<file path="config.mk">
export PLATFORM = sky130hd
export DESIGN_NAME = ifetch_queue
export DESIGN_NICKNAME = d
export VERILOG_FILES = /design/src/rtl/ifetch_queue.sv
export SDC_FILE = /design/constraint.sdc
export NUM_CORES = 1
export LEC_CHECK = 0
export ABC_AREA = 1
export BUFFER_PORTS_ARGS = -buffer_cell sky130_fd_sc_hd__clkbuf_2
export CORE_MARGIN = 5
export CORE_UTILIZATION = 48
export DETAILED_ROUTE_END_ITERATION = 16
export GPL_TIMING_DRIVEN = 0
export PLACE_DENSITY = 0.69
export SLEW_MARGIN = 20
export SYNTH_ARGS = -nofsm -noshare
export SYNTH_HDL_FRONTEND = slang
export SYNTH_SLANG_ARGS = --single-unit
</file>
<file path="constraint.sdc">
create_clock -name clk -period 3.78 [get_ports clk]
set_input_delay 0.945 -clock clk [delete_from_list [all_inputs] [get_ports clk]]
set_output_delay 0.945 -clock clk [all_outputs]
set_load 0.01 [all_outputs]
</file>
<file path="src/rtl/ifetch_queue.sv">
// Instruction prefetch queue: fetches 32-bit words, splits them into two 16-bit
// opcodes (high halfword first) and presents one opcode per cycle to the decoder.
module ifetch_queue #(
  parameter int          DEPTH  = 4,
  parameter logic [15:0] RST_OP = 16'h0009
) (
  input  logic                   clk,
  input  logic                   rst,
  input  logic                   flush,
  input  logic [31:0]            flush_addr,
  input  logic                   stall,
  input  logic                   pc_hold,
  output logic [15:0]            op,
  output logic                   op_vld,
  output logic                   if_req,
  output logic [31:0]            if_addr,
  input  logic                   if_ack,
  input  logic [31:0]            if_rdata,
  output logic [1:0]             dbg_state,
  output logic [$clog2(DEPTH):0] dbg_count
);

  localparam int AW = $clog2(DEPTH);

  typedef enum logic [1:0] {IDLE = 2'd0, REQ = 2'd1, DROP = 2'd2} state_e;
  typedef logic [AW:0]   cnt_t;
  typedef logic [AW-1:0] ptr_t;

  // Fetch handshake: once if_req rises, if_req and if_addr hold until the cycle
  // with if_ack=1; if_rdata is captured in that same cycle. One request at a time.
  state_e      state_q, state_d;
  logic [31:0] if_addr_q, if_addr_d;
  logic [29:0] drop_word_q, drop_word_d;
  logic        skip_hi_q, skip_hi_d;
  logic        pc_valid_q, pc_valid_d;
  ptr_t        rd_ptr_q, rd_ptr_d;
  ptr_t        wr_ptr_q, wr_ptr_d;
  cnt_t        count_q, count_d;
  logic [15:0] mem_q [DEPTH];

  logic        consume;
  logic        acked;
  logic        push_two;
  logic        push_one;
  cnt_t        push_n;
  logic        room_ok;
  logic        unused_addr_bit;

  assign unused_addr_bit = flush_addr[0];

  // Queue bookkeeping; a flush overrides any push or consume in the same cycle.
  always_comb begin
    consume  = (count_q != '0) & ~stall & ~pc_hold;
    acked    = if_ack & (state_q == REQ);
    push_two = acked & ~skip_hi_q & ~flush;
    push_one = acked & skip_hi_q & ~flush;
    push_n   = '0;
    if (push_two) begin
      push_n = cnt_t'(2);
    end else if (push_one) begin
      push_n = cnt_t'(1);
    end
    if (flush) begin
      count_d  = '0;
      rd_ptr_d = '0;
      wr_ptr_d = '0;
    end else begin
      count_d  = count_q + push_n - cnt_t'(consume);
      rd_ptr_d = rd_ptr_q + ptr_t'(consume);
      wr_ptr_d = wr_ptr_q + ptr_t'(push_n);
    end
    room_ok = (int'(count_d) + 2) <= DEPTH;
  end

  always_comb begin
    state_d     = state_q;
    if_addr_d   = if_addr_q;
    drop_word_d = drop_word_q;
    skip_hi_d   = skip_hi_q;
    pc_valid_d  = pc_valid_q;
    if (flush) begin
      skip_hi_d  = flush_addr[1];
      pc_valid_d = 1'b1;
      // A request still in flight must complete before the new target is issued.
      if (state_q != IDLE && !if_ack) begin
        state_d     = DROP;
        drop_word_d = flush_addr[31:2];
      end else begin
        state_d   = REQ;
        if_addr_d = {flush_addr[31:2], 2'b00};
      end
    end else begin
      case (state_q)
        IDLE: begin
          if (pc_valid_q && room_ok) state_d = REQ;
        end
        REQ: begin
          if (if_ack) begin
            if_addr_d = if_addr_q + 32'd4;
            skip_hi_d = 1'b0;
            state_d   = room_ok ? REQ : IDLE;
          end
        end
        DROP: begin
          if (if_ack) begin
            if_addr_d = {drop_word_q, 2'b00};
            state_d   = REQ;
          end
        end
        default: state_d = IDLE;
      endcase
    end
  end

  always_ff @(posedge clk or negedge rst) begin
    if (!rst) begin
      state_q     <= IDLE;
      if_addr_q   <= '0;
      drop_word_q <= '0;
      skip_hi_q   <= 1'b0;
      pc_valid_q  <= 1'b0;
      rd_ptr_q    <= '0;
      wr_ptr_q    <= '0;
      count_q     <= '0;
    end else begin
      state_q     <= state_d;
      if_addr_q   <= if_addr_d;
      drop_word_q <= drop_word_d;
      skip_hi_q   <= skip_hi_d;
      pc_valid_q  <= pc_valid_d;
      rd_ptr_q    <= rd_ptr_d;
      wr_ptr_q    <= wr_ptr_d;
      count_q     <= count_d;
    end
  end

  always_ff @(posedge clk) begin
    if (push_two) begin
      mem_q[wr_ptr_q]            <= if_rdata[31:16];
      mem_q[wr_ptr_q + ptr_t'(1)] <= if_rdata[15:0];
    end else if (push_one) begin
      mem_q[wr_ptr_q] <= if_rdata[15:0];
    end
  end

  always_comb begin
    op_vld    = (count_q != '0);
    op        = op_vld ? mem_q[rd_ptr_q] : RST_OP;
    if_req    = (state_q != IDLE);
    if_addr   = if_addr_q;
    dbg_state = state_q;
    dbg_count = count_q;
  end

  // The issue rule guarantees room for every acked word.
  a_no_overflow: assert property (@(posedge clk) disable iff (!rst)
    (acked && !flush) |-> (int'(count_q) + int'(push_n) - int'(consume) <= DEPTH));

endmodule
</file>
* After elaboration in Yosys (flattened, before gate mapping)
Memory sizes are Yosys's and may differ from the RTL's.
Index checks and enable logic that the tools add are counted.
** Word-level totals
- Register bits after elaboration :: 73
- Latch bits :: 0
- Bits in writable memories :: 64
- ROM bits :: 0
- Bits of input ports :: 70
- Memories :: 1
** Cells by class
- Add/sub/neg operators :: 7
- $mul :: 0
- Divide/modulo/power cells :: 0
- Magnitude comparators :: 1
- Equality and inequality tests :: 6
- Shifts and indexed selects :: 0
- Multiplexer cells :: 27
- Bitwise operators :: 12
- Reduce and logical (&&, ||, !) cells :: 13
** Memories
- mem_q :: words 4, width 16, rd ports 1, clocked after memory_dff 0, wr ports 2, line 39 : logic [15:0] mem_q [DEPTH];
** Operators by type and width (count)
- two-way mux 32 bit :: 4
- case mux 32 bit (2 select lines) :: 1
- adder 32 x 3 -> 32 bit (second input constant) :: 1
- two-way mux 16 bit :: 2
- two-way mux 2 bit :: 7
- two-way mux 1 bit :: 10
- inequality test 3 bit (second input constant) :: 3
- AND 1 bit :: 7
- two-way mux 3 bit :: 2
- case mux 2 bit (3 select lines) :: 1
- nonzero test 2 bit :: 3
- nonzero test 3 bit :: 2
- adder 3 x 2 -> 4 bit (second input constant) :: 1
- less-or-equal comparator 4 x 3 -> 1 bit (second input constant) :: 1
- NOT 1 bit :: 4
- AND reduction 2 bit :: 2
- AND reduction 4 bit :: 1
- adder 3 bit :: 1
- AND reduction 3 bit :: 1
- subtractor 3 x 1 -> 3 bit :: 1
- adder 2 x 1 -> 2 bit :: 1
- adder 2 x 1 -> 2 bit (second input constant) :: 1
- adder 2 bit :: 1
- == test 2 x 1 -> 1 bit (second input constant) :: 1
- 6 further kinds :: 7

* Logic depth before layout (Yosys ltp)
- Word-level depth :: 15
- Depth in mapped cells :: 19

* Least setup slack after synthesis
OpenSTA, ideal clock, no wires.
- Path type :: input -> register
- From :: input flush
- To :: register state_q[0] (netlist: dbg_state[0])
- Arrival time :: 3391 ps
- Required time :: 3715 ps
- Slack :: 324 ps
- Stages on the path :: 18
- Buffers on the path :: 2
- Path through :: buf_4 inv_4 nand3_4 inv_4 nand2_4 buf_6 ha_1 inv_1 ha_1 fa_1 inv_1 nor2_1 ha_1 o21ai_0 nand2_1 a31oi_1 nand2_1 nand2_1
** On the way
- Word-level cells in the longest chain between the ends :: 13
** RTL lines
- start, declared :: line 9 : input logic flush,
- NOT 1 bit :: line 55, 56
- AND 1 bit :: line 56 : push_one = acked & skip_hi_q & ~flush;
- two-way mux 1 bit :: line 60 : end else if (push_one) begin
- two-way mux 3 bit :: line 58 : if (push_two) begin
- adder 3 bit :: line 68 : count_d = count_q + push_n - cnt_t'(consume);
- subtractor 3 x 1 -> 3 bit :: line 68
- two-way mux 3 bit (*) :: line 63 : if (flush) begin
- net count_d[1] :: line 38 : cnt_t count_q, count_d;
- adder 3 x 2 -> 4 bit (*) :: line 72 : room_ok = (int'(count_d) + 2) <= DEPTH;
- less-or-equal comparator 4 x 3 -> 1 bit (*) :: line 72
- two-way mux 1 bit :: line 101 : state_d = room_ok ? REQ : IDLE;
- two-way mux 2 bit :: line 98 : if (if_ack) begin
- case mux 2 bit (3 select lines) :: line 93 : case (state_q)
- two-way mux 2 bit :: line 81 : if (flush) begin
- end signal, assigned :: line 126 : state_q <= state_d;
- end, declared :: line 31 : state_e state_q, state_d;
Mark *: on every way through the listed nets, which the timed path passes. The rest lies on a longest branch. The select of a mux whose other input is x is not followed.
A chain may end at the register's enable or synchronous reset.

* Worst setup path in the final report
Same ends and word-level chain as after synthesis.

==> metrics.md <==
| Metric | Value |
|---|---|
| Slew @ Worst Pin | `around 840 ps` |
| Initial Utilization | `0.492` |
| Final nets | `1265` |
| Critical Path Max Stage Delay | `~470 ps` |
| F_max | `294 MHz` |
| Worst VDD drop | `roughly 0.00043 V` |
| Share of layout cells above drive strength 1 | `0.198` |
| Grt ovf | `0` |
| Critical Path AT | `roughly 3800 ps` |
| Startpoint types | `input pin` |
| Cts hold-fix bufs | `0` |
| Die ar. | `0.0191 mm²` |
| CP endpoint kind | `flip-flop` |
| Initial antenna violation count | `0` |
| Setup_tns | `0 ps` |
| Fin util | `0.588` |
| Cells after Synth | `1043` |
| Hold Crit Class | `in2async` |
| Crit-path max FO | `10` |
| Antenna Violating Nets Remaining | `0` |
| Mean Syn Cell Area | `around 7.6 µm²` |
| Gr usage total | `0.243` |
| Outcome | `finished clean` |
| Post-synth top cells | `nand2_1 (306), nor2_1 (155), o21ai_0 (112), inv_1 (80), dfrtp_1 (71)` |
| Synth Cell Area | `between 0.007 and 0.008 mm²` |
| Clock root cell | `clkbuf_16` |
| Clock skew | `between 8 and 9 ps` |
| Synth Flop Type | `dfrtp_1` |
| Critical path required time | `4150 ps` |
| Yosys top cell area share | `0.244` |
| Ordered list of cells on the worst path | `buf_4 -> inv_4 -> nand3_4 -> inv_4 -> nand2_4 -> buf_6 -> ha_1 -> inv_1 -> ha_1 -> fa_1 -> inv_1 -> nor2_1 -> ha_1 -> o21ai_0 -> nand2_1 -> a21oi_1 -> nand2_1 -> nand2_1` |
| Clock sinks | `135` |
| Sw power | `roughly 2.5 mW` |
| Total Wirelength | `23200 µm` |
| N_diodes | `0` |
| R2r setup slk | `approximately 440 ps` |
| Rows | `between 40 and 50` |
| PwrDens | `648 mW/mm²` |
| Max_slew headroom | `0.441` |
| Register area share after synthesis | `0.469` |
| GP Congestion | `between 0.9 and 1` |
| TritonCTS Buffers | `17` |
| Post-synthesis cell type count | `43` |
| Pre-CTS WS | `-45.2 ps` |
| YS warnings | `0` |
| Area growth, synth to finish | `19.5%` |
| Leak | `between 4 and 5 nW` |
| Number of port buffers | `120` |
| Clock buffer depth | `2` |
| RSZ-0062 raised after global routing | `false` |
| Finished Layout Cells | `about 1400` |
| Largest net degree at the start of global routing | `51` |
| Pint | `between 3 and 4 mW` |
| Setup ws final | `380 ps` |
| Core footprint | `around 0.016 mm²` |
| Critical path class | `in2reg` |
| Avg WL per Cell | `~16 µm` |
| Placed Cells | `roughly 1400` |
| Hold Vio Cnt, Final | `0` |
| Die H | `around 140 µm` |
| CP max stage cell | `fa_1` |
| Sequential power share | `0.378` |
| Worst-skew pair later-pin latency | `430 ps` |
| Async SR Flop Fraction | `0.526` |
| Vias | `around 7500` |
| Post-synth EDFFs | `64` |
| Combinational share of power | `0.354` |
| Boundary Pins | `between 100 and 150` |
| Clk network pwr share | `0.268` |
| Clock-pin slew on the worst setup and hold paths | `60 ps` |
| Yosys top cell by area | `edfxtp_1` |
| Largest cells by area after synthesis | `edfxtp_1 (24%), dfrtp_1 (23%), nand2_1 (15%), nor2_1 (7.4%), o21ai_0 (7.1%)` |
| Vias in the first global route | `7341` |
| Max-Cap Viols | `0` |
| CTS tree | `built` |
| Drt pass-1 iters | `5` |
| Initial DRC Count | `about 520` |
| Hpwl dp | `~17000 µm` |
| Setup Viol. Count Final | `0` |
| CTS H-tree depth | `4` |
| Worst Path Buf+Inv | `6` |
| DR vias/cell | `5.30` |
| Residual DRC | `0` |
| Most frequent cell after synthesis | `nand2_1` |
| Fin crit share | `0.899` |
| Die width | `~140 µm` |
| Net Sw Frac | `0.413` |
| First-pass GRT wire length | `about 37000 µm` |
| Top cell family by delay on the critical path | `adder cells` |
| Slew Viols, Final | `0` |
| Yosys reg bits | `between 100 and 150` |
| Min Tclk post-route | `between 3000 and 4000 ps` |
per-stage QoR:
stage / hold slack (ps) / total power, mW / instance area [µm²]
after floorplan: 437 / 3.61 / 7880
after global placement: 450 / 4.41 / 8750
after detailed placement: 463 / 4.47 / 8840
after CTS: 447 / 6.10 / 9410
after global routing: 459 / 6.52 / 9410
final: 439 / 6.10 / 9410
worst paths after layout:
path	startpoint	to	depth (start not counted)
setup / recovery	flush	dbg_state[0]$_DFFE_PN0P_	18
hold / removal	rst	drop_word_q[21]$_DFFE_PN0P_	1
setup reg to reg	dbg_count[0]$_DFF_PN0_	dbg_state[0]$_DFFE_PN0P_	14
hold reg to reg	drop_word_q[1]$_DFFE_PN0P_	drop_word_q[1]$_DFFE_PN0P_	2
max in group asynchronous	rst	if_addr[3]$_DFFE_PN0P_	2
min in group clk	drop_word_q[1]$_DFFE_PN0P_	drop_word_q[1]$_DFFE_PN0P_	2
per-layer routing:
layer  track usage  wire length, µm
met1         0.307             9670
met5             0                0
met2         0.405            11100
met4         0.105              821
met3        0.0507             1610
repair_timing:
item | in CTS | in global routing
gates resized for setup | 0 | 1
setup buffers | 0 | 0
endpoints found under the setup margin | 0 | 1
layout by cell type, fill, tap and decap left out, types with 2 or more instances in the layout:
master and instances:
nand2_1 306, nor2_1 154, clkbuf_2 123, o21ai_0 111, inv_1 80, dfrtp_1 71, edfxtp_1 64, nand3_1 46
o21ai_1 31, a21oi_1 28, o21ai_2 26, buf_2 20, clkbuf_16 17, clkbuf_1 16, or2_1 9, buf_4 7
or2_0 7, ha_1 7, nor2_2 6, o21bai_1 6, inv_6 6, inv_8 6, xor2_1 5, inv_2 4
buf_6 3, nand2_2 3, xnor2_1 3, inv_4 2, nor3_1 2, o311ai_0 2, and2_1 2, o211ai_1 2
o22ai_1 2, conb_1 2, clkinv_4 2, buf_8 2
kinds of logic after synthesis:
kind of cell             count (synthesis)  synth area share
AND/OR/NAND/NOR                        544             0.283
AO/OA/AOI/OAI                          211             0.150
buffers and inverters                  136            0.0745
flip-flops                             135             0.469
XOR/XNOR                                 8           0.00889
adder cells (fa/ha/maj)                  8            0.0137
other                                    1          0.000476
cell type report:
type                    instances  area, µm²
fillers                      1533       6590
flip-flops and latches        135       3700
multi-input cells             773       3610
repair buffers                124        672
clock buffers                  17        425
inverters                      86        328
well taps                     216        270
plain buffers                  50        259
clock inverters                15        145
sequential cells by signal, indices dropped and copies added, names as in the netlist:
signal	cells
rd_ptr_q	2
dbg_state	2
dbg_count	3
skip_hi_q	1
mem_q	64
pc_valid_q	1
drop_word_q	30
wr_ptr_q	2
if_addr	30
power groups by stage:
stage               logic [mW]  registers (mW)  clock network, mW
floorplan                 1.31            2.31                  0
global placement          2.10            2.31                  0
detailed placement        2.16            2.31                  0
CTS                       2.17            2.29               1.64
global route              2.45            2.35               1.71
finish                    2.16            2.30               1.64
Note: power is estimated with default switching activity, not from simulation.
